### src/rtl/pc_sequencer.sv
// Multi-cycle instruction sequencer: owns the PC, fetches over req/ack,
// hands off to execute, then advances the PC by +4, a branch offset or a jump.
module pc_sequencer #(
   parameter logic [31:0] RESET_PC      = 32'h0000_0000,
   parameter int          FETCH_TIMEOUT = 16
) (
   input  logic        clk,
   input  logic        reset,
   output logic        imem_req,
   output logic [31:0] imem_addr,
   input  logic        imem_ack,
   input  logic [31:0] imem_rdata,
   output logic [31:0] instr,
   output logic        instr_valid,
   input  logic        stall,
   input  logic        exec_done,
   input  logic        is_branch,
   input  logic [12:0] brc_incr,
   input  logic        is_jump,
   input  logic [31:0] jump_target,
   output logic [31:0] pc,
   output logic        retire,
   output logic        fault,
   output logic [1:0]  fault_cause
);

   localparam int CW = (FETCH_TIMEOUT > 2) ? $clog2(FETCH_TIMEOUT) : 1;
   localparam logic [CW-1:0] CNT_MAX = CW'(FETCH_TIMEOUT - 1);

   typedef enum logic [2:0] {
      S_FETCH,
      S_WAIT,
      S_EXEC,
      S_UPDATE,
      S_HALT
   } state_t;

   state_t        state;
   state_t        state_nxt;
   logic [CW-1:0] cnt;
   logic [31:0]   npc_q;
   logic [31:0]   next_pc;
   logic [31:0]   brc_ext;
   logic          go;
   logic          tmo;

   assign go      = ~stall & exec_done;
   assign tmo     = (cnt == CNT_MAX);
   assign brc_ext = {{19{brc_incr[12]}}, brc_incr};

   // Candidate next PC; jump wins over branch, everything wraps mod 2^32
   always_comb begin
      next_pc = pc + 32'd4;
      if (is_jump)
         next_pc = jump_target & ~32'h1;
      else if (is_branch)
         next_pc = pc + brc_ext;
   end

   // State register
   always_ff @(posedge clk or posedge reset) begin
      if (reset)
         state <= S_FETCH;
      else
         state <= state_nxt;
   end

   // Next-state logic; an ack on the timeout boundary still completes the fetch
   always_comb begin
      state_nxt = state;
      unique case (state)
         S_FETCH:  state_nxt = S_WAIT;
         S_WAIT: begin
            if (imem_ack)
               state_nxt = S_EXEC;
            else if (tmo)
               state_nxt = S_HALT;
         end
         S_EXEC: begin
            if (go)
               state_nxt = S_UPDATE;
         end
         S_UPDATE: state_nxt = npc_q[1] ? S_HALT : S_FETCH;
         S_HALT:   state_nxt = S_HALT;
         default:  state_nxt = S_HALT;
      endcase
   end

   // Handshake outputs decoded from state
   always_comb begin
      imem_req    = (state == S_WAIT);
      instr_valid = (state == S_EXEC);
      imem_addr   = pc;
   end

   // Datapath: PC, latched instruction, timeout counter, fault flags
   always_ff @(posedge clk or posedge reset) begin
      if (reset) begin
         pc          <= RESET_PC;
         instr       <= 32'h0;
         npc_q       <= 32'h0;
         cnt         <= '0;
         retire      <= 1'b0;
         fault       <= 1'b0;
         fault_cause <= 2'b00;
      end else begin
         retire <= 1'b0;
         unique case (state)
            S_FETCH: cnt <= '0;
            S_WAIT: begin
               if (imem_ack) begin
                  instr <= imem_rdata;
               end else if (tmo) begin
                  fault       <= 1'b1;
                  fault_cause <= 2'b10;
               end else begin
                  cnt <= cnt + 1'b1;
               end
            end
            S_EXEC: begin
               if (go)
                  npc_q <= next_pc;
            end
            S_UPDATE: begin
               if (npc_q[1]) begin
                  fault       <= 1'b1;
                  fault_cause <= 2'b01;
               end else begin
                  pc     <= npc_q;
                  retire <= 1'b1;
               end
            end
            default: ;
         endcase
      end
   end

endmodule

### config.mk
export PLATFORM = sky130hd
export DESIGN_NAME = pc_sequencer
export DESIGN_NICKNAME = d
export VERILOG_FILES = /design/src/rtl/pc_sequencer.sv
export SDC_FILE = /design/constraint.sdc
export NUM_CORES = 1
export LEC_CHECK = 0
export ABC_AREA = 1
export CORE_ASPECT_RATIO = 2
export CORE_MARGIN = 1.5
export CORE_UTILIZATION = 29
export DETAILED_ROUTE_END_ITERATION = 7
export GPL_ROUTABILITY_DRIVEN = 0
export PLACE_DENSITY = 0.47
export SYNTH_ARGS = -nofsm -noshare
export SYNTH_HDL_FRONTEND = slang
export SYNTH_SLANG_ARGS = --single-unit
### constraint.sdc
create_clock -name clk -period 8.05 [get_ports clk]
set_input_delay 1.61 -clock clk [delete_from_list [all_inputs] [get_ports clk]]
set_output_delay 1.61 -clock clk [all_outputs]
set_load 0.005 [all_outputs]
**After elaboration in Yosys (flattened, before gate mapping)**

Index checks and enable logic that the tools add are counted.

- Output and inout bits: 102
- Register bits after elaboration: 106
- Input port bits: 84

- Add/sub/neg operators: 3
- Equal/unequal tests: 10
- Reductions and logical operators: 9
- Muxes and demuxes: 20
- Bitwise operators: 3

Operator list:

| cell | number |
|---|---|
| $mux W32 | 2 |
| $add A32 B3 Y32 const B | 1 |
| $add A32 B32 Y32 | 1 |
| $mux W3 | 4 |
| $pmux W3 S4 | 1 |
| $mux W4 | 2 |
| $pmux W4 S2 | 1 |
| $reduce_and A2 Y1 | 4 |
| $eq A3 B2 Y1 const B | 2 |
| $mux W2 | 3 |
| $ne A2 B2 Y1 const B | 3 |
| $mux W1 | 5 |
| $add A4 B1 Y4 const B | 1 |
| $eq A4 B4 Y1 const B | 1 |
| $ne A2 B1 Y1 const B | 2 |
| $pmux W2 S2 | 1 |
| $reduce_and A4 Y1 | 1 |
| $reduce_bool A2 Y1 | 2 |
| $eq A3 B1 Y1 const B | 1 |
| $logic_not A3 Y1 | 1 |
| $ne A3 B1 Y1 const B | 1 |
| $reduce_and A3 Y1 | 1 |
| $not A1 Y1 | 2 |
| $pmux W1 S2 | 1 |
| $and A1 B1 Y1 | 1 |

**Longest topological paths before layout**

Gate-level depths: netlist of run 1.

- Word-level depth: 4
- Depth in mapped cells: 15

**Least setup slack after synthesis of run 1**

No wires, ideal clock.

- Path type: input-to-reg
- Start: input brc_incr[3]
- End: register npc_q[28]
- Cell stages on the path: 13
- Path buffers: 0
- Path slack: 5.097 ns
- Arrival: 2.837 ns
- Data required time: 7.934 ns
- Cells stage by stage: ha_1 a21oi_1 o21ai_2 nand2_1 nand2_1 nand2_1 nand2_1 nand2_1 nand3b_1 nand3_1 nand2_1 nand2_1 nand2_1

- Word-level cells in the longest chain between the ends: 3

Ends and longest elaborated chain:

| element | line | RTL |
|---|---|---|
| start: declaration | 18 | `input logic [12:0] brc_incr,` |
| $add A32 B32 Y32 | 57 | `next_pc = pc + brc_ext;` |
| $mux W32 | 56 | `else if (is_branch)` |
| $mux W32 | 54 | `if (is_jump)` |
| end signal: assignment | 122 | `npc_q <= next_pc;` |
| end: declaration | 41 | `logic [31:0] npc_q;` |

No other way between the ends.
A chain may end at the register's enable or synchronous reset.

**Worst setup path after layout of run 1**

- Start: input brc_incr[12]
- End: register npc_q[21]

The elaborated chain is that of the path after synthesis.

==> results of run 1 <==
==> logic make-up after synthesis <==
| family | Yosys count |
|---|---|
| compound gates | 170 |
| xor+xnor | 21 |
| fa+ha+maj | 33 |
| buf+inv | 187 |
| flops | 106 |
| other cells | 1 |
| simple gates | 647 |
==> layout make-up <==
type / count / share of cell area [%]
clock inverters: 2 / 0.126
well taps: 344 / 4.32
flip-flops and latches: 106 / 26.7
multi-input cells: 873 / 42.7
clock buffers: 13 / 2.62
inverters: 124 / 4.70
repair buffers: 190 / 18.9
==> registers in the layout, summed over array words and instances (netlist names) <==
register	cells
npc_q	32
retire	1
fault	1
cnt	4
imem_addr	31
instr	32
fault_cause	2
state	3
==> cell usage in the layout (no fill, tap or decap), types with 5 or more instances in the layout <==
cell type,count
nand2_1,428
nor2_1,106
xor2_1,19
clkbuf_16,9
o21ai_0,66
a31oi_1,5
a21oi_1,76
nor3_1,13
dfrtp_1,106
nor3_2,6
nand2_2,6
clkdlybuf4s50_1,182
o211ai_1,6
buf_4,8
o21bai_1,5
nand3b_1,8
inv_1,118
nor2_2,5
nand4_1,10
nand3_1,49
nor2_4,6
ha_1,33
==> how the worst min path moves through the flow <==
| stage | cells after the start | start | endpoint | slack, ns |
|---|---|---|---|---|
| 2_1_floorplan | 2 | npc_q[13]$_DFFE_PP0P_ | npc_q[13]$_DFFE_PP0P_ | 0.45 |
| 3_3_place_gp | 1 | fault$_DFFE_PP0P_ | fault$_DFFE_PP0P_ | 0.46 |
| 3_5_place_dp | 2 | npc_q[31]$_DFFE_PP0P_ | imem_addr[31]$_DFFE_PP0P_ | 0.46 |
| 4_1_cts | 2 | npc_q[31]$_DFFE_PP0P_ | imem_addr[31]$_DFFE_PP0P_ | 0.48 |
| 5_1_grt | 2 | npc_q[23]$_DFFE_PP0P_ | npc_q[23]$_DFFE_PP0P_ | 0.50 |
| 6_report | 2 | npc_q[20]$_DFFE_PP0P_ | imem_addr[20]$_DFFE_PP0P_ | 0.47 |
==> routing by layer <==
metal  vias to the layer above  global-route usage (%)  share of wire (%)
li1                       3937                       -                  -
met1                      3538                    20.9                 37
met2                       216                    38.9                 53
met3                        54                    3.45                4.3
met4                         0                    11.4                5.2
met5                         -                       0                  0
==> power groups by stage <==
stage / clock (mW) / sequential, mW / combinational (mW)
after floorplan: 0 / 0.553 / 0.0610
after global placement: 0 / 0.554 / 0.128
after detailed placement: 0 / 0.554 / 0.129
after CTS: 0.444 / 0.543 / 0.129
after global routing: 0.465 / 0.544 / 0.142
final: 0.423 / 0.544 / 0.127
==> through the flow <==
step                power (mW)  util (%)
floorplan                0.614         -
global placement         0.682      36.8
detailed placement       0.682      36.8
CTS                       1.12      37.9
global route              1.15      37.9
finish                    1.09      37.9
==> worst reg2reg max path: stages, from the launching register on <==
cell	delay, ns
dfrtp_1	0.49
ha_1	0.41
nand2_1	0.14
nor2_1	0.28
inv_1	0.08
nor2_1	0.11
nor2_1	0.05
nand2_1	0.28
nand2_1	0.13
nand2_1	0.08
nand2_1	0.04
nand3_1	0.11
nand2_1	0.07
nand2_1	0.06
nand2_1	0.04
==> run summary, run 1 <==
The final antenna diode count is 0. The die covers 27700 um2. By instance count, the cell type seen most on the critical path is nand2_1. Ranked by total cell area, the synthesized netlist is headed by dfrtp_1 (34%), nand2_1 (21%), inv_1 (5.8%), ha_1 (5.3%), nor2_1 (5.2%). OpenSTA, run right after detailed placement, puts the worst setup slack at 3.34 ns. The minimum period implied by the final worst setup slack came out at 4.33 ns. In this run the power spent charging and discharging nets is 271 uW. Counting buffers and inverters, the worst setup path is 15 cells deep. The area used by multi-input combinational logic came out at 4250 um2. The synthesized design contains 0 enable-type register cells. The starting density of the core is 29.4%. The number of cells produced by synthesis came out at 1165. The number of max-slew violations in the final report is 0.

Of all nets on the critical path, the largest fanout is 20. The worst reg2reg path depth came out at 14. Internal power comes to 822 uW.

At the worst endpoint, the arrival time is 4.58 ns. Summing the areas of all and, or, nand and nor instances in the mapped netlist gives 35.2% of the synthesized area. The number of buffers inserted by hold repair at cts is 0.

The routed layout has 7745 vias. The horizontal die dimension is 118 um. The fraction of power consumed by the clock network came out at 38.7%. The biggest area contributor in the post-synthesis netlist is dfrtp_1. The count of unique library cells instantiated by Yosys is 41. The worst relative slew slack is 42.0%. Input and output buffers added on the ports amount to 182.

In the final layout, flip-flops and latches occupy 2650 um2. Traced cell by cell, the critical path runs through clkdlybuf4s50_1, ha_1, nand2_1, nor2_1, inv_1, nor2_1, nor2_1, nand2_1, nand2_1, nand2_1, nand2_1, nand3_1, nand2_1, nand2_1, nand2_1. The placeable core area is 26300 um2.

The placed instances occupy a cell area of 9680 um2. Of the post-synthesis cell area, the part taken by muxes is 0%. For this design the static power due to leakage is 4.90 nW.

Detailed placement finished with a half-perimeter wire length of 22.1 mm. The count of standard-cell rows is 84. The number of gates resized after CTS was 0. The sum of buffers and inverters on the critical path came out at 2. Among all cell types in the netlist, the one instantiated most often is nand2_1.

The via count of the first global-routing pass came to 7890. The worst ir drop on vdd came out at 0.000105 V. The global-route wire length before repair came out at 43.2 mm. STA classifies the critical path endpoint as a flop. In the final timing run, aggregate negative setup slack is 0 ns. The final design instance area without fill came out at 9950 um2. The worst reg-to-reg setup slack came out at 5.59 ns.

The fraction of power consumed by combinational cells came out at 11.6%. The part of the cycle the worst path needs is 53.8%. The power share of the sequential group is 49.7%.

The compound-cell area share of the yosys netlist is 11.8%. After synthesis, the largest family of logic cells by area is simple AND/OR/NAND/NOR gates. In this run the worst setup path begins at brc_incr[12].

The adder and majority cell fraction of the synthesized area is 5.34%. The number of nets in the layout came out at 1421. The peak per-stage delay on the critical path is 0.88 ns. The TritonCTS clock tree is done. Setup slack on the critical path of the routed design comes to 3.72 ns. The worst-case clock skew is 0.00635 ns. Setup repair after global routing left no endpoint under its margin. The hold slack is 0.475 ns. The worst-skew pair later-pin latency is 0.36 ns. The total clock sinks is 106. The actual transition at the worst max-transition pin is 0.867 ns. Counting flops and latches in the post-synthesis netlist gives 106. The relative area change from synthesis to final layout is 28.7%. The number of nets still failing antenna checks after routing is 0. The flow ran to the end, and the final reports show no timing, DRC or antenna violations. After Yosys synthesis, XOR and XNOR cells account for 2.38% of the synthesized area. The total count of hold-check failures in the final report came out at 0. The worst setup path is launched from an input pin. The clock-pin slew on the worst setup and hold paths came out at 0.07 ns.

The worst setup path is of the input pin to flop kind. By count the netlist is led by nand2_1 (428), inv_1 (119), nor2_1 (107). The number of filler instances in the final layout came out at 2910. Dividing the detail-routed wire length by the instance count gives 16.7 um. The cell with the largest stage delay on the worst path is clkdlybuf4s50_1. The number of antenna violations at the first check in global routing came out at 0.

The starting DRC count in detailed routing came out at 336. The vias per cell came out at 4.69. The achievable clock frequency is 0.231 GHz. Following the worst setup path forward leads to its endpoint at npc_q[21]$_DFFE_PP0P_. The number of cells in the design after placement came out at 1637. The first-pass iteration count of the detailed router came out at 5.

Sequential elements use 34.3% of the synthesized area. The CTS buffer count came out at 9. The power density over the cells came out at 110 nW/um2.

The buffer count from post-CTS setup fixing came out at 0. The H-tree generated during clock tree synthesis spans 3 levels. The fraction of synthesized cell area taken by the top area cell type came out at 34.3%.

The tightest min-delay check is of the flop to flop type. The worst reg2reg path endpoint is npc_q[21]$_DFFE_PP0P_. The worst flop-to-flop path startpoint is imem_addr[12]$_DFFE_PP0P_. For this run, the number of Yosys warnings is 0. The ratio of cells with drive above 1 in the final layout came out at 4.43%. The switching part of the total power is 24.8%. Max-cap violations in this run came to 0. The wire length reported by the detailed router is 27.6 mm. The chip height came out at 234 um. The sum of overflow across all layers after global routing came out at 0.

The fraction of registers with async set or reset after synthesis is 100%. The number of ports placed on the die boundary came out at 186. The average instance area after synthesis came out at 6.64 um2.

Global routing consumed, over all layers together, 20.4% of the routing resources. After synthesis the cells add up to 7730 um2. The maximum clock path buffer count is 2. Once layout is complete, the cells apart from fillers number 1652.

The maximum number of pins on one net before global-route repair is 59. The most used flip-flop cell after synthesis is dfrtp_1. Setup violations remaining at the end of the flow were counted as 0. The clock root buffer is clkbuf_16. The data required time of the worst path came out at 8.30 ns. In the routed design, unresolved DRC markers number 0. Grouping stages by cell kind, the critical path spends the most delay in simple AND/OR/NAND/NOR gates.
Note: power is estimated with default switching activity, not from simulation.
==> inputs of run 2 (changes only) <==
--- a/config.mk
+++ b/config.mk
@@ -11,7 +11,7 @@
 export CORE_UTILIZATION = 29
 export DETAILED_ROUTE_END_ITERATION = 7
 export GPL_ROUTABILITY_DRIVEN = 0
-export PLACE_DENSITY = 0.47
+export PLACE_DENSITY = 0.49
 export SYNTH_ARGS = -nofsm -noshare
 export SYNTH_HDL_FRONTEND = slang
 export SYNTH_SLANG_ARGS = --single-unit
==> constraint.sdc (replaced) <==
create_clock -name clk -period 3.5 [get_ports clk]
set_input_delay 0.7 -clock clk [delete_from_list [all_inputs] [get_ports clk]]
set_output_delay 0.7 -clock clk [all_outputs]
set_load 0.005 [all_outputs]
==> run summary, run 2 (same netlist as run 1, synthesis figures left out) <==
The hold path startpoint is instr[16]$_DFFE_PP0P_. The number of nets still failing antenna checks after routing came out at 0 (unchanged). The total of max-cap violations is 0 (unchanged).

TritonCTS built the clock tree. The routed wire length per instance is 16.3 um (-2.6%). The worst reg-to-reg setup slack was 0.99 ns (-4.60 ns). The maximum level of the CTS H-tree came to 3 (unchanged). The top cell types in the final layout, fill and taps aside, are nand2_1 (428), clkdlybuf4s50_1 (182), inv_1 (118). The number of nets in the layout is 1426 (+0.35%). In this run the critical register-to-register path is captured at npc_q[21]$_DFFE_PP0P_. The number of filler instances in the final layout is 2854 (-1.9%). The clock-pin slew on the worst setup and hold paths came out at 0.07 ns (about the same). The total negative setup slack is 0 ns (unchanged). The sum of overflow across all layers after global routing is 0 (unchanged). The worst hold path cell count came out at 2 (unchanged). The number of max-slew violations in the final report came out at 0 (unchanged). The starting density of the core came out at 29.4% (unchanged). The wire length reported by the detailed router was 27.0 mm (-2.2%). The flow ran to the end, and the final reports show no timing, DRC or antenna violations. The final design instance area without fill is 10000 um2 (+0.88%). The type of element capturing the critical path is a flop. The total die area was 27700 um2 (unchanged). The power density over the cells came to 254 nW/um2 (+130%). The number of ports placed on the die boundary is 186 (unchanged). The count of standard-cell rows came out at 84 (unchanged). The total clock sinks is 106 (unchanged). The CTS buffer count came out at 9 (unchanged). The total count of hold-check failures in the final report was 0 (unchanged). The chip height came out at 234 um (unchanged). The hold slack came out at 0.479 ns (+0.00451 ns).

The via count of the first global-routing pass came out at 7803 (-1.1%). The arrival time at the worst endpoint is 3.04 ns (-1.54 ns). The reported leakage power is 4.94 nW (+0.84%). The total vias in the final route is 7685 (-0.77%). The relative area change from synthesis to final layout came out at 29.9%. The pre-CTS worst setup slack came out at 0.398 ns (-2.94 ns). The starting DRC count in detailed routing is 351 (+4.5%). The worst ir drop on vdd came out at 0.000272 V (+160%).

The cell area reported after detailed placement came out at 9750 um2 (+0.78%). The non-filler instance count after layout came to 1658 (+0.36%). The maximum number of pins on one net before global-route repair came out at 41 (-31%). The count of buffers from port buffering came out at 182 (unchanged). The worst reg2reg path depth is 14 (unchanged). The actual transition at the worst max-transition pin is 0.713 ns (-0.154 ns).

The first-pass iteration count of the detailed router came out at 5 (unchanged). The worst setup path is launched from an input pin. In this run the critical register-to-register path is launched from imem_addr[12]$_DFFE_PP0P_. The maximum clock path buffer count is 2 (unchanged). The horizontal die dimension was 118 um (unchanged).

The number of instances resized during post-cts repair came to 0 (unchanged). The maximum fanout encountered on the critical timing path came out at 4 (-80%). The worst-skew pair later-pin latency came out at 0.37 ns (about the same). The aggregate global-route resource usage came out at 20.0% (-0.38 points). For hold timing, the worst endpoint is instr[16]$_DFFE_PP0P_. The power consumption came to 2.55 mW (+130%). The placeable core area is 26300 um2 (unchanged). The data required time of the worst path came out at 3.75 ns (-4.55 ns). The number of buffers inserted by hold repair at cts came out at 0 (unchanged). The library cell used most frequently in the layout, excluding fill and tap cells, is nand2_1.

The number of cells in the design after placement was 1642 (+0.31%). After layout, the minimum clock period comes to 2.79 ns. The final-report setup violation count is 0 (unchanged). The global-route wire length before repair is 42.4 mm (-1.9%).

The worst relative slew slack was 52.3% (+10 points). The number of design rule violations left after detail routing is 0 (unchanged). The clock root buffer is clkbuf_16. The buffer count from post-CTS setup fixing is 0 (unchanged). The vias per cell came out at 4.64 (-1.1%).

The worst-case clock skew is 0.0160 ns (+0.00970 ns). The ratio of cells with drive above 1 in the final layout is 5.02% (+0.59 points). The critical path is of the input pin to flop type. The setup slack after layout came to 0.713 ns (-3.01 ns). The part of the cycle the worst path needs is 79.6%. The achievable clock frequency is 0.359 GHz. Setup repair after global routing left no endpoint under its margin. The number of antenna violations at the first check in global routing is 0 (unchanged). The utilization of the core after routing was 38.2% (+0.33 points). The final antenna diode count came out at 0 (unchanged). The detailed placer's ending HPWL came out at 21.8 mm (-1.1%). The type of the worst min-delay path is flop to flop.
-- run 2: cell count changes in the layout (fill, tap and decap cells not counted), sizes merged --
cell	before	now
clkbuf	13	10
clkinvlp	1	2
inv	123	126
buf	8	13
-- run 2: worst max-delay path: stages --
cell and delay [ns]:
clkdlybuf4s50_1 0.47, ha_1 0.38, nand2_1 0.13, nor2_1 0.28, inv_1 0.07, nor2_1 0.11, nor2_1 0.04, nand2_1 0.30
nand2_1 0.12, nand2_1 0.08, nand2_1 0.04, nand3_1 0.10, nand2_1 0.09, nand2_1 0.06, nand2_1 0.04
-- run 2: final cells by class --
| cell class | count | area [um2] | area share, % |
|---|---|---|---|
| sequential | 106 | 2650 | 26.4 |
| multi-input combinational | 873 | 4250 | 42.3 |
| tap | 344 | 430 | 4.29 |
| clock buffer | 10 | 239 | 2.38 |
| inverter | 124 | 468 | 4.66 |
| clock inverter | 6 | 46.3 | 0.461 |
| timing repair buffer | 195 | 1960 | 19.5 |
-- run 2: per-layer routing --
metal  GRT usage [%]  vias up  routed length (um)  part of all wire [%]
met2            38.1      196               14500                    54
met5               0        -                   0                     0
li1                -     3949                   -                     -
met1            20.8     3494               10100                    37
met4            10.2        0                1240                   4.6
met3            3.48       46                1120                   4.2
-- run 2: worst max path at each step --
stage | start | to | slack [ns] | cells past startpoint
after floorplan | reset | cnt[0]$_DFFE_PP0P_ | 0.01 | 1
after global placement | brc_incr[12] | npc_q[31]$_DFFE_PP0P_ | 0.39 | 13
after detailed placement | brc_incr[12] | npc_q[31]$_DFFE_PP0P_ | 0.40 | 12
after CTS | brc_incr[12] | npc_q[31]$_DFFE_PP0P_ | 0.79 | 12
after global routing | brc_incr[12] | npc_q[31]$_DFFE_PP0P_ | 0.53 | 12
final | brc_incr[12] | npc_q[21]$_DFFE_PP0P_ | 0.71 | 15
-- run 2: power by group --
group / leakage, nW / internal (mW) / switching (mW)
Sequential: 1.44 / 1.24 / 0.00902
Clock: 0.136 / 0.509 / 0.491
Combinational: 3.36 / 0.139 / 0.159
Total: 4.94 / 1.89 / 0.659
==> inputs of run 3 (changes only) <==
==> constraint.sdc (replaced) <==
create_clock -name clk -period 2.35 [get_ports clk]
set_input_delay 0.47 -clock clk [delete_from_list [all_inputs] [get_ports clk]]
set_output_delay 0.47 -clock clk [all_outputs]
set_load 0.005 [all_outputs]
==> run summary, run 3 (same netlist as run 1, synthesis figures left out) <==
The flow ran to the end, and the final reports show no timing, DRC or antenna violations. The number of nets in the layout is 1523 (+6.8%). The library cell used most frequently in the layout, excluding fill and tap cells, is nand2_1. The setup slack after layout was 0.114 ns (-0.599 ns). The maximum number of pins on one net before global-route repair was 59 (+44%). The maximum level of the CTS H-tree is 3 (unchanged). The detailed route wirelength on metal2 came out at 15.5 mm (+7.0%).

The total clock sinks is 106 (unchanged). The total of max-cap violations was 0 (unchanged). The total vias in the final route is 8181 (+6.5%). The library cells used most frequently in the layout, excluding fill and tap cells, are nand2_1 (421), clkdlybuf4s50_1 (181), inv_1 (117). The starting density of the core is 29.4% (unchanged). The number of buffers inserted by hold repair at cts was 0 (unchanged). The clock-pin slew on the worst setup and hold paths is 0.08 ns (about the same). The aggregate global-route resource usage is 21.2% (+1.2 points). The ratio of cells with drive above 1 in the final layout came out at 13.0% (+8.0 points).

The chip height was 234 um (unchanged). The CTS buffer count is 9 (unchanged). The number of filler instances in the final layout came out at 2804 (-1.8%). The count of standard-cell rows came out at 84 (unchanged). The worst-case clock skew is 0.0123 ns (-0.00374 ns). The placeable core area came out at 26300 um2 (unchanged). The final antenna diode count came out at 0 (unchanged). The relative area change from synthesis to final layout is 41.7%.

The number of cells in the design after placement came to 1738 (+5.8%). The arrival time at the worst endpoint is 2.49 ns (-0.55 ns). The worst setup path is of the input pin to flop kind.

The kind of launch point of the worst setup path is an input pin. The sum of overflow across all layers after global routing is 0 (unchanged). The utilization of the core after routing was 41.7% (+3.5 points). The global-route wire length before repair was 44.8 mm (+5.6%). The worst relative slew slack is 57.4% (+5.1 points). The non-filler instance count after layout is 1755 (+5.9%). Based on the critical path, the design can be clocked at up to 0.447 GHz. The power density over the cells is 374 nW/um2 (+47%). The number of max-slew violations in the final report is 0 (unchanged). The first-pass iteration count of the detailed router came to 4 (-1). The detailed placer's ending HPWL was 23.4 mm (+7.2%). The number of design rule violations left after detail routing is 0 (unchanged). The starting DRC count in detailed routing came to 378 (+7.7%).

TritonCTS built the clock tree. The total count of hold-check failures in the final report is 0 (unchanged). Signal routing reaches up to met4. The met3 wire length was 1.37 mm (+22%). The detailed-route wire length on metal 1 came to 10.7 mm (+6.5%). The worst ir drop on vdd is 0.000350 V (+29%). The worst-skew pair later-pin latency came out at 0.37 ns (about the same). In this run the clock root is driven by a clkbuf_16. The data required time of the worst path is 2.61 ns (-1.14 ns). The total die area is 27700 um2 (unchanged). The horizontal die dimension is 118 um (unchanged). The count of buffers from port buffering came out at 182 (unchanged). The minimum period implied by the final worst setup slack came out at 2.24 ns.

The via count of the first global-routing pass came out at 8366 (+7.2%). The number of nets still failing antenna checks after routing was 0 (unchanged). The wire length reported by the detailed router came out at 28.9 mm (+7.3%). The reported leakage power came out at 5.45 nW (+10%).

The maximum clock path buffer count came out at 2 (unchanged). The maximum fanout encountered on the critical timing path came out at 4 (unchanged). The part of the cycle the worst path needs is 95.1%.

The worst hold path belongs to the class flop to flop. The pre-CTS worst setup slack is -0.528 ns (-0.926 ns). The actual transition at the worst max-transition pin is 0.637 ns (-0.0759 ns). The routed wire length per instance came out at 16.5 um (+1.4%). The number of ports placed on the die boundary was 186 (unchanged). The type of element capturing the critical path is a flop.

The final-report setup violation count came out at 0 (unchanged). The number of antenna violations at the first check in global routing came out at 0 (unchanged). The vias per cell is 4.66 (+0.57%).
run 3: changes by cell type in the layout (fill, tap and decap cells not counted), moves of 4 or more:
cell | before | now
nand2_2 | 6 | 11
buf_12 | 3 | 7
nand2_1 | 428 | 421
o21ai_0 | 66 | 62
o21ai_1 | 3 | 7
nor2_2 | 5 | 10
nor2_1 | 106 | 100
buf_4 | 10 | 103
ha_1 | 33 | 29
run 3: through the flow:
stage | cell area [um2] | power [mW] | TNS (ns) | hold WS, ns
finish | 11000 | 4.09 | 0 | 0.479
CTS | 10900 | 4.15 | 0 | 0.483
floorplan | 7740 | 2.10 | 0 | 0.449
global placement | 10500 | 2.41 | -8.92 | 0.461
detailed placement | 10500 | 2.42 | -9.20 | 0.454
global route | 11000 | 4.28 | -0.0434 | 0.511
run 3: worst paths after layout:
check	slack [ns]	end	start	depth (start not counted)
worst min-delay path	0.48	fault$_DFFE_PP0P_	fault$_DFFE_PP0P_	1
min in group asynchronous	0.53	instr[1]$_DFFE_PP0P_	reset	2
worst max register to register	0.20	npc_q[23]$_DFFE_PP0P_	imem_addr[11]$_DFFE_PP0P_	13
worst min register to register	0.48	fault$_DFFE_PP0P_	fault$_DFFE_PP0P_	1
worst max-delay path	0.11	npc_q[11]$_DFFE_PP0P_	brc_incr[5]	12
max in group asynchronous	1.20	npc_q[25]$_DFFE_PP0P_	reset	3
run 3: final cells by class:
class | count | area [um2] | share of cell area, %
inverter | 124 | 469 | 4.28
multi-input combinational | 873 | 4340 | 39.6
tap | 344 | 430 | 3.93
clock buffer | 9 | 225 | 2.06
sequential | 106 | 2650 | 24.2
timing repair buffer | 292 | 2730 | 25.0
clock inverter | 7 | 100 | 0.914
run 3: timing repair:
| item | in CTS | in global routing |
|---|---|---|
| gates cloned | 0 | 0 |
| pin swaps | 0 | 1 |
| gates resized for setup | 10 | 20 |
| setup endpoints to repair | 10 | 21 |
| setup buffers | 0 | 1 |
run 3: critical path: stages:
cell             delay [ns]
clkdlybuf4s50_1        0.44
ha_1                   0.34
nand2_1                0.13
inv_1                  0.05
a21oi_1                0.16
nand2_2                0.11
nand2_1                0.09
nand2_2                0.09
o21ai_0                0.32
o211ai_1               0.17
nand2_1                0.09
nand2_1                0.04
run 3: per-layer routing:
layer / track usage [%] / vias to the layer above
met3: 3.43 / 62
met5: 0 / -
met4: 9.64 / 0
met1: 22.5 / 3732
li1: - / 4146
met2: 40.7 / 241
run 3: power by group:
group | total [mW] | internal (mW) | leakage [nW] | switching (mW)
logic | 0.522 | 0.265 | 3.86 | 0.257
clock network | 1.71 | 0.943 | 0.149 | 0.768
registers | 1.86 | 1.85 | 1.44 | 0.0144
total | 4.09 | 3.06 | 5.45 | 1.04
